===== config.mk =====
export PLATFORM = sky130hd
export DESIGN_NAME = divider_sweep_controller_flat
export DESIGN_NICKNAME = d
export VERILOG_FILES = /design/src/rtl/divider_sweep_controller_if.sv /design/src/rtl/divider_sweep_controller.sv /design/src/flat_wrapper.sv
export SDC_FILE = /design/constraint.sdc
export NUM_CORES = 1
export LEC_CHECK = 0
export ABC_AREA = 1
export CAP_MARGIN = 30
export CORE_MARGIN = 2
export CORE_UTILIZATION = 25
export DETAILED_ROUTE_END_ITERATION = 10
export PLACE_DENSITY = 0.46
export SLEW_MARGIN = 10
export SYNTH_ARGS = -nofsm -noshare
export SYNTH_HDL_FRONTEND = slang
export SYNTH_SLANG_ARGS = --single-unit
export TNS_END_PERCENT = 20

===== constraint.sdc =====
create_clock -name clock_in -period 3.8 [get_ports clock_in]
set_clock_uncertainty 0.05 [all_clocks]
set_input_delay 0.76 -clock clock_in [delete_from_list [all_inputs] [get_ports clock_in]]
set_output_delay 0.76 -clock clock_in [all_outputs]
set_load 0.005 [all_outputs]

===== src/rtl/divider_sweep_controller_if.sv =====
// Host-side handshake, sweep configuration and measurement results of the divider sweep controller.
// The divider feedback clock travels with them.
interface divider_sweep_controller_if #(
   parameter int STEP_W  = 8,
   parameter int DWELL_W = 16,
   parameter int MEAS_W  = 16
);
   logic               start;
   logic               abort;
   logic [STEP_W-1:0]  cfg_steps;
   logic [DWELL_W-1:0] cfg_dwell;
   logic               cfg_continuous;
   logic               div_clock;
   logic               step_divisor;
   logic               busy;
   logic               done;
   logic [STEP_W-1:0]  step_index;
   logic [MEAS_W-1:0]  meas_count;
   logic               meas_valid;

   modport master (
      output start, abort, cfg_steps, cfg_dwell, cfg_continuous, div_clock,
      input  step_divisor, busy, done, step_index, meas_count, meas_valid
   );

   modport slave (
      input  start, abort, cfg_steps, cfg_dwell, cfg_continuous, div_clock,
      output step_divisor, busy, done, step_index, meas_count, meas_valid
   );
endinterface


===== src/rtl/divider_sweep_controller.sv =====
// Steps a frequency divider through N divisor settings, dwelling D cycles on each.
// It counts divider output edges during every dwell and reports the count per step.
module divider_sweep_controller #(
   parameter int STEP_W      = 8,
   parameter int DWELL_W     = 16,
   parameter int MEAS_W      = 16,
   parameter int SYNC_STAGES = 2
) (
   input  logic                     clock_in,
   input  logic                     nreset,
   divider_sweep_controller_if.slave bus
);
   typedef enum logic [1:0] {
      ST_IDLE  = 2'd0,
      ST_DWELL = 2'd1,
      ST_STEP  = 2'd2,
      ST_DONE  = 2'd3
   } state_t;

   localparam logic [STEP_W-1:0]  STEP_ONE  = STEP_W'(1);
   localparam logic [STEP_W-1:0]  STEP_ZERO = {STEP_W{1'b0}};
   localparam logic [DWELL_W-1:0] DWELL_ONE = DWELL_W'(1);
   localparam logic [DWELL_W-1:0] DWELL_ZERO = {DWELL_W{1'b0}};
   localparam logic [MEAS_W-1:0]  MEAS_ONE  = MEAS_W'(1);
   localparam logic [MEAS_W-1:0]  MEAS_ZERO = {MEAS_W{1'b0}};
   localparam logic [MEAS_W-1:0]  MEAS_MAX  = {MEAS_W{1'b1}};

   state_t             state_r, state_nx_s;
   logic [SYNC_STAGES-1:0] sync_r;
   logic               edge_dly_r;
   logic               edge_s;
   logic               start_ok_s;
   logic [STEP_W-1:0]  steps_r, step_index_r, index_nx_s;
   logic [DWELL_W-1:0] dwell_len_r, dwell_cnt_r, dwell_nx_s;
   logic [MEAS_W-1:0]  edge_cnt_r, edge_nx_s, meas_count_r;
   logic               continuous_r;
   logic               step_divisor_r, busy_r, done_r, meas_valid_r;

   assign edge_s     = sync_r[SYNC_STAGES-1] & ~edge_dly_r;
   assign start_ok_s = bus.start & ~bus.abort & (bus.cfg_steps != STEP_ZERO)
                       & (bus.cfg_dwell != DWELL_ZERO);

   // Synchronise the divider clock and keep one extra stage for rising-edge detection.
   always_ff @(posedge clock_in or negedge nreset) begin
      if (!nreset) begin
         sync_r     <= {SYNC_STAGES{1'b0}};
         edge_dly_r <= 1'b0;
      end else begin
         sync_r     <= {sync_r[SYNC_STAGES-2:0], bus.div_clock};
         edge_dly_r <= sync_r[SYNC_STAGES-1];
      end
   end

   // Next-state and counter update logic; abort overrides everything outside IDLE.
   always_comb begin
      state_nx_s = state_r;
      dwell_nx_s = dwell_cnt_r;
      edge_nx_s  = edge_cnt_r;
      index_nx_s = step_index_r;
      case (state_r)
         ST_IDLE: begin
            if (start_ok_s) begin
               state_nx_s = ST_DWELL;
               dwell_nx_s = DWELL_ZERO;
               edge_nx_s  = MEAS_ZERO;
               index_nx_s = STEP_ZERO;
            end else begin
               state_nx_s = ST_IDLE;
            end
         end
         ST_DWELL: begin
            if (edge_s && (edge_cnt_r != MEAS_MAX)) begin
               edge_nx_s = edge_cnt_r + MEAS_ONE;
            end else begin
               edge_nx_s = edge_cnt_r;
            end
            if (bus.abort) begin
               state_nx_s = ST_IDLE;
            end else if (dwell_cnt_r == (dwell_len_r - DWELL_ONE)) begin
               state_nx_s = ST_STEP;
            end else begin
               dwell_nx_s = dwell_cnt_r + DWELL_ONE;
            end
         end
         ST_STEP: begin
            // Edges seen during the step cycle belong to no dwell and are dropped.
            dwell_nx_s = DWELL_ZERO;
            edge_nx_s  = MEAS_ZERO;
            if (bus.abort) begin
               state_nx_s = ST_IDLE;
            end else if (step_index_r != (steps_r - STEP_ONE)) begin
               state_nx_s = ST_DWELL;
               index_nx_s = step_index_r + STEP_ONE;
            end else if (continuous_r) begin
               state_nx_s = ST_DWELL;
               index_nx_s = STEP_ZERO;
            end else begin
               state_nx_s = ST_DONE;
            end
         end
         ST_DONE: begin
            state_nx_s = ST_IDLE;
         end
         default: begin
            state_nx_s = ST_IDLE;
         end
      endcase
   end

   // State, counters and the configuration captured at a valid start.
   always_ff @(posedge clock_in or negedge nreset) begin
      if (!nreset) begin
         state_r      <= ST_IDLE;
         dwell_cnt_r  <= DWELL_ZERO;
         edge_cnt_r   <= MEAS_ZERO;
         step_index_r <= STEP_ZERO;
         steps_r      <= STEP_ZERO;
         dwell_len_r  <= DWELL_ZERO;
         continuous_r <= 1'b0;
      end else begin
         state_r      <= state_nx_s;
         dwell_cnt_r  <= dwell_nx_s;
         edge_cnt_r   <= edge_nx_s;
         step_index_r <= index_nx_s;
         if ((state_r == ST_IDLE) && start_ok_s) begin
            steps_r      <= bus.cfg_steps;
            dwell_len_r  <= bus.cfg_dwell;
            continuous_r <= bus.cfg_continuous;
         end
      end
   end

   // Outputs are registered from the next state so they line up with the state they describe.
   always_ff @(posedge clock_in or negedge nreset) begin
      if (!nreset) begin
         step_divisor_r <= 1'b0;
         meas_valid_r   <= 1'b0;
         busy_r         <= 1'b0;
         done_r         <= 1'b0;
         meas_count_r   <= MEAS_ZERO;
      end else begin
         step_divisor_r <= (state_nx_s == ST_STEP);
         meas_valid_r   <= (state_nx_s == ST_STEP);
         busy_r         <= (state_nx_s == ST_DWELL) || (state_nx_s == ST_STEP);
         done_r         <= (state_nx_s == ST_DONE);
         if (state_nx_s == ST_STEP) begin
            meas_count_r <= edge_nx_s;
         end
      end
   end

   assign bus.step_divisor = step_divisor_r;
   assign bus.meas_valid   = meas_valid_r;
   assign bus.busy         = busy_r;
   assign bus.done         = done_r;
   assign bus.step_index   = step_index_r;
   assign bus.meas_count   = meas_count_r;
endmodule


===== src/flat_wrapper.sv =====
// flat-port wrapper written by rule: the top's interface ports become plain ports
module divider_sweep_controller_flat 
#(
   parameter int STEP_W      = 8,
   parameter int DWELL_W     = 16,
   parameter int MEAS_W      = 16,
   parameter int SYNC_STAGES = 2
)
  (clock_in, nreset, bus_start, bus_abort, bus_cfg_steps, bus_cfg_dwell, bus_cfg_continuous, bus_div_clock, bus_step_divisor, bus_busy, bus_done, bus_step_index, bus_meas_count, bus_meas_valid);
  divider_sweep_controller_if #(.STEP_W(STEP_W), .DWELL_W(DWELL_W), .MEAS_W(MEAS_W)) bus_i ();
  input  logic clock_in;
  input  logic nreset;
  input wire logic [$bits(bus_i.start)-1:0] bus_start;
  input wire logic [$bits(bus_i.abort)-1:0] bus_abort;
  input wire logic [$bits(bus_i.cfg_steps)-1:0] bus_cfg_steps;
  input wire logic [$bits(bus_i.cfg_dwell)-1:0] bus_cfg_dwell;
  input wire logic [$bits(bus_i.cfg_continuous)-1:0] bus_cfg_continuous;
  input wire logic [$bits(bus_i.div_clock)-1:0] bus_div_clock;
  output wire logic [$bits(bus_i.step_divisor)-1:0] bus_step_divisor;
  output wire logic [$bits(bus_i.busy)-1:0] bus_busy;
  output wire logic [$bits(bus_i.done)-1:0] bus_done;
  output wire logic [$bits(bus_i.step_index)-1:0] bus_step_index;
  output wire logic [$bits(bus_i.meas_count)-1:0] bus_meas_count;
  output wire logic [$bits(bus_i.meas_valid)-1:0] bus_meas_valid;
  assign bus_i.start = bus_start;
  assign bus_i.abort = bus_abort;
  assign bus_i.cfg_steps = bus_cfg_steps;
  assign bus_i.cfg_dwell = bus_cfg_dwell;
  assign bus_i.cfg_continuous = bus_cfg_continuous;
  assign bus_i.div_clock = bus_div_clock;
  assign bus_step_divisor = bus_i.step_divisor;
  assign bus_busy = bus_i.busy;
  assign bus_done = bus_i.done;
  assign bus_step_index = bus_i.step_index;
  assign bus_meas_count = bus_i.meas_count;
  assign bus_meas_valid = bus_i.meas_valid;
  divider_sweep_controller #(.STEP_W(STEP_W), .DWELL_W(DWELL_W), .MEAS_W(MEAS_W), .SYNC_STAGES(SYNC_STAGES)) u_core (.clock_in(clock_in), .nreset(nreset), .bus(bus_i));
endmodule

==> impl_metrics.ini, run 1 <==
[run_status]
status = completed

[logic_synthesis]
postSynthAreaPerCell_um2 = 7.23
syn_area_um2 = 5450
synth-seq-cells = 89
async_flop_share_pct = 100
synthTopCellsByArea = dfrtp_1 41%, nand2_1 17%, inv_1 6.1%
yosysMostFrequentCell = nand2_1
synth_top_area_cell = dfrtp_1
syn_inst = 754
synth.distinct_cells = 34
synthFlopType = dfrtp_1
synth_top_area_share_pct = 40.9
synth_edf_count = 0
yosys_warnings = 0
synthTopCellsByCount = 248 x nand2_1, 89 x dfrtp_1, 88 x inv_1, 73 x nor2_1, 54 x nand3_1
seq_area_frac_synth_pct = 40.9
syn-num-nets = 792

[global_route]
grt_usage_pct = 13.4
grt_pass1_wl_um = 24300
grt_pass1_vias = 4606
overflow = 0
grt_max_degree = 46
grt_antenna_before_repair = 0

[routing]
ant_nets = 0
routedWlPerCell_um = 13.2
drtIter0Drc = 322
drc = 0
vias = 4803
vias_per_cell = 4.39
dr.pass1.iters = 4
wl_um = 14500

[layout]
post-route-cell-area_um2 = 6630
final_cells = 1094
diodes = 0
drive_above_1_share_pct = 5.41
syn_to_final_growth_pct = 21.6
nets = 848
utilization_pct = 30.7

[clocking]
clock_sinks = 89
cts_setup_buffers = 0
clock-root-buffer = clkbuf_16
numCtsBuffers = 9
tritoncts = built
htreeDepth = 3
post_cts_resized = 0
clk_path_buf_depth = 2
path_clk_slew_ns = 0.07
cts_hold_buf = 0
clock_latency_ns = 0.35

[power]
power.clock.fraction_pct = 35.7
switching_power_mw = 0.858
pwr-share-comb_pct = 21.6
p_leak_nw = 3.16
seq_power_share_pct = 42.7
intPower_mw = 1.85
irDropWorstVdd_v = 0.000226
switching_share_pct = 31.7
power_mw = 2.70
pwr_density_cell_nw_per_um2 = 408

[run]
cap_violations = 0

[die]
die_x_um = 152
die_area_um2 = 23000
die_y_um = 152
io_pins = 58
start_util_pct = 25.2
core.rowCount = 54
core-area_um2 = 21600

[sta]
finalSetupViolCount = 0
hold_ws_ns = 0.299
setup_tns_ns = 0
final-hold-violation-count = 0
setup_slack_ns = 0.698
worst_pin_slew_ns = 0.713
drv_slew = 0
post-route-min-period_ns = 3.10
slew_headroom_pct = 52.1
min_period_over_period_pct = 81.6
grt_setup_unrepaired = false
max_freq_ghz = 0.322

[setup_path]
cpMostUsedCell = nor2_1
worstPathMaxFanout = 16
critical_path_class = flip-flop to flip-flop
startpoint_type = flip-flop
crit_path_end_kind = flip-flop
slowest_stage = dfrtp_1
crit_chain = inv_1, ha_1, nand2_2, nor2_4, nor2_1, nor2_1, nand2_1, nor2_1, nand2_1, nor2_4, and2_1, nor2_1, nor2_1, ha_1, inv_1, nand2_1, nand2_1
crit_required_ns = 3.98
r2r_slack_ns = 0.70
crit_path_max_incr_delay_ns = 0.42
cp_num_buf_inv = 2
crit_arrival_ns = 3.29
path_delay_family = simple AND/OR/NAND/NOR gates

[place]
dp_slack_ns = 0.393
place_inst = 1079
portBuffers = 57
hpwl_um = 10900
gp_congestion = 0.807
dpl_cell_area_um2 = 6320

[worst_hold_path]
hp-class = flip-flop to flip-flop
## layout by cell type (no fill, tap or decap), types with 2 or more instances in the layout
cell type and count:
a21oi_1 11, buf_4 9, bufinv_16 2, clkbuf_16 9, clkdlybuf4s50_1 56, clkinv_1 2
dfrtp_1 89, ha_1 8, inv_1 88, mux2_2 5, nand2_1 248, nand2_2 3
nand3_1 54, nand3_4 2, nand3b_1 4, nand4_1 28, nor2_1 73, nor2_2 5
nor2_4 2, nor3_1 14, nor4_1 4, o21ai_0 37, o21ai_1 2, xnor2_1 15
xor2_1 33
## final cells by class
type,count,area [um2]
clock buffers,10,229
clock inverters,5,81.3
fillers,2362,15000
inverters,91,342
multi-input cells,554,2770
flip-flops and latches,89,2230
well taps,280,350
repair buffers,65,628
## registers in the layout, indices dropped and copies added, names as in the netlist
register	count
u_core.dwell_cnt_r	16
u_core.edge_cnt_r	16
u_core.bus.done	1
u_core.bus.busy	1
u_core.sync_r	2
u_core.state_r	2
u_core.bus.step_index	8
u_core.continuous_r	1
u_core.bus.meas_count	16
u_core.bus.step_divisor	1
u_core.dwell_len_r	16
u_core.edge_dly_r	1
u_core.steps_r	8
## path summary, 6_finish.rpt
check,start,endpoint,cells after the start
worst max-delay path,u_core.dwell_len_r[0],u_core.bus.meas_count[0],17
worst min-delay path,u_core.sync_r[0],u_core.sync_r[1],0
min in group asynchronous,nreset,u_core.dwell_len_r[14],1
worst max register to register,u_core.dwell_len_r[0],u_core.bus.meas_count[0],17
worst min register to register,u_core.sync_r[0],u_core.sync_r[1],0
max in group asynchronous,nreset,u_core.bus.step_index[6],2
## power groups by stage
stage               clock [mW]  combinational [mW]  sequential [mW]
finish                   0.965               0.583             1.16
detailed placement           0               0.591             1.17
global placement             0               0.586             1.17
floorplan                    0               0.428             1.14
CTS                      0.988               0.593             1.16
global route              1.02               0.684             1.17
## kinds of logic (layout without fill, tap and decap cells)
family	count (synthesis)	count (layout)	synth area share, %
and+or+nand+nor	443	443	35.7
buffers and inverters	111	171	8.29
DFF	89	89	40.9
AOI/OAI and AO/OA	50	50	4.59
xor gates and xnor gates	48	48	7.72
adders and majority gates	8	8	1.84
muxes	5	5	1.03
## metal layers
layer  GRT usage, %  up-vias  part of all wire (%)
met3           1.77       12                   2.9
li1               -     2500                     -
met2           20.0       83                    45
met4           4.58        0                   1.5
met5              0        -                     0
met1           20.0     2208                    51
Power figures use the tool's default switching activity.
==> run 2: changes to the inputs <==
Settings changed: PLACE_DENSITY 0.46 to 0.47.
Clock period 3.8 ns to 2.69 ns, I/O delays scaled along.
==> impl_metrics.ini, run 2 (synthesis gave the netlist of run 1 again) <==
[die]
io_pins = 58
core.rowCount = 54
start_util_pct = 25.2
core-area_um2 = 21600
die_area_um2 = 23000
die_x_um = 152
die_y_um = 152

[setup_path]
path_delay_family = simple AND/OR/NAND/NOR gates
crit_arrival_ns = 2.72
critical_path_class = flip-flop to flip-flop
crit_required_ns = 2.89
worstPathMaxFanout = 8
slowest_stage = dfrtp_1
startpoint_type = flip-flop
crit_path_end_kind = flip-flop
cpMostUsedCell = nand2_1
cp_num_buf_inv = 4
crit_path_max_incr_delay_ns = 0.41
crit_chain = inv_2, ha_4, inv_1, nand2_1, nand2_2, nor2_2, nand2_1, nor2_1, nand2_1, nor2_1, nand2_1, nor2_4, and2_4, nor2_4, nor2_4, ha_4, inv_4, clkbuf_16, nand2_2, nand2_1

[power]
p_leak_nw = 3.38
pwr-share-comb_pct = 24.1
irDropWorstVdd_v = 0.000289
power.clock.fraction_pct = 33.1
intPower_mw = 2.52
switching_power_mw = 1.30
pwr_density_cell_nw_per_um2 = 539
switching_share_pct = 34.1
seq_power_share_pct = 42.8

[global_route]
grt_max_degree = 60
grt_pass1_wl_um = 24100
grt_usage_pct = 13.2
overflow = 0
grt_antenna_before_repair = 0
grt_pass1_vias = 4703

[place]
dp_slack_ns = -0.257
gp_congestion = 0.821
dpl_cell_area_um2 = 6640
portBuffers = 57
hpwl_um = 10500

[routing]
vias_per_cell = 4.35
drc = 0
dr.pass1.iters = 4
drtIter0Drc = 236
vias = 4948
routedWlPerCell_um = 12.5
ant_nets = 0
wl_um = 14200

[layout]
final_cell_mix = 238 x nand2_1, 89 x dfrtp_1, 85 x inv_1, 66 x nor2_1, 56 x clkdlybuf4s50_1
nFillCells = 2378
layout_commonest_cell = nand2_1
diodes = 0
drive_above_1_share_pct = 13.3
post-route-cell-area_um2 = 7080
nets = 890
syn_to_final_growth_pct = 29.9

[sta]
min_period_over_period_pct = 93.7
max_freq_ghz = 0.397
post-route-min-period_ns = 2.52
worst_pin_slew_ns = 0.572
drv_slew = 0
final-hold-violation-count = 0
finalSetupViolCount = 0
setup_slack_ns = 0.170
hold_ws_ns = 0.0604
grt_setup_unrepaired = false
slew_headroom_pct = 61.5

[clocking]
clock-root-buffer = clkbuf_16
clock_sinks = 89
tritoncts = built
clk_path_buf_depth = 2
cts_hold_buf = 0
clock_latency_ns = 0.36
path_clk_slew_ns = 0.07
htreeDepth = 3
numCtsBuffers = 9

[run_status]
status = completed

[run]
cap_violations = 0

[worst_hold_path]
hp-class = input port to asynchronous set/reset pin
run 2: stage by stage:
| step | util [%] | power (mW) | cells | TNS (ns) |
|---|---|---|---|---|
| 2_1_floorplan | - | 2.22 | 754 | 0 |
| 5_1_grt | 32.7 | 4.09 | 1137 | 0 |
| 4_1_cts | 32.0 | 3.83 | 1134 | 0 |
| 3_5_place_dp | 30.7 | 2.54 | 1118 | -7.87 |
| 3_3_place_gp | 30.7 | 2.54 | 1118 | -8.63 |
| 6_report | 32.7 | 3.82 | 1137 | 0 |
run 2: worst paths after layout:
| check | start | endpoint | slack (ns) | depth (start not counted) |
|---|---|---|---|---|
| max reg2reg | u_core.dwell_len_r[0] | u_core.bus.meas_count[5] | 0.17 | 20 |
| max | u_core.dwell_len_r[0] | u_core.bus.meas_count[5] | 0.17 | 20 |
| max in group asynchronous | nreset | u_core.dwell_cnt_r[9] | 1.86 | 2 |
| min in group clock_in | u_core.sync_r[0] | u_core.sync_r[1] | 0.31 | 0 |
| min | nreset | u_core.bus.step_index[4] | 0.06 | 1 |
| min reg2reg | u_core.sync_r[0] | u_core.sync_r[1] | 0.31 | 0 |
run 2: power by group through the flow:
| stage | Sequential [mW] | Combinational, mW | Clock [mW] |
|---|---|---|---|
| after global routing | 1.66 | 1.07 | 1.36 |
| after floorplan | 1.61 | 0.607 | 0 |
| after detailed placement | 1.65 | 0.889 | 0 |
| final | 1.63 | 0.920 | 1.26 |
| after CTS | 1.63 | 0.893 | 1.30 |
| after global placement | 1.65 | 0.882 | 0 |
run 2: routing by layer:
metal,track usage [%],part of all wire (%)
met5,0,0
met3,1.83,2.2
met2,20.5,46
met4,4.91,1.6
met1,18.7,50
run 2: layout make-up:
| cell class | count | area (um2) | area share, % |
|---|---|---|---|
| well taps | 280 | 350 | 4.95 |
| inverters | 91 | 344 | 4.86 |
| clock inverters | 7 | 58.8 | 0.831 |
| flip-flops and latches | 89 | 2230 | 31.5 |
| multi-input cells | 554 | 2880 | 40.7 |
| clock buffers | 9 | 225 | 3.18 |
| repair buffers | 107 | 990 | 14.0 |
run 2: what timing repair did:
item | 4_1_cts | 5_1_grt
setup buffers | 0 | 2
setup endpoints to repair | 0 | 18
resized for setup | 0 | 33
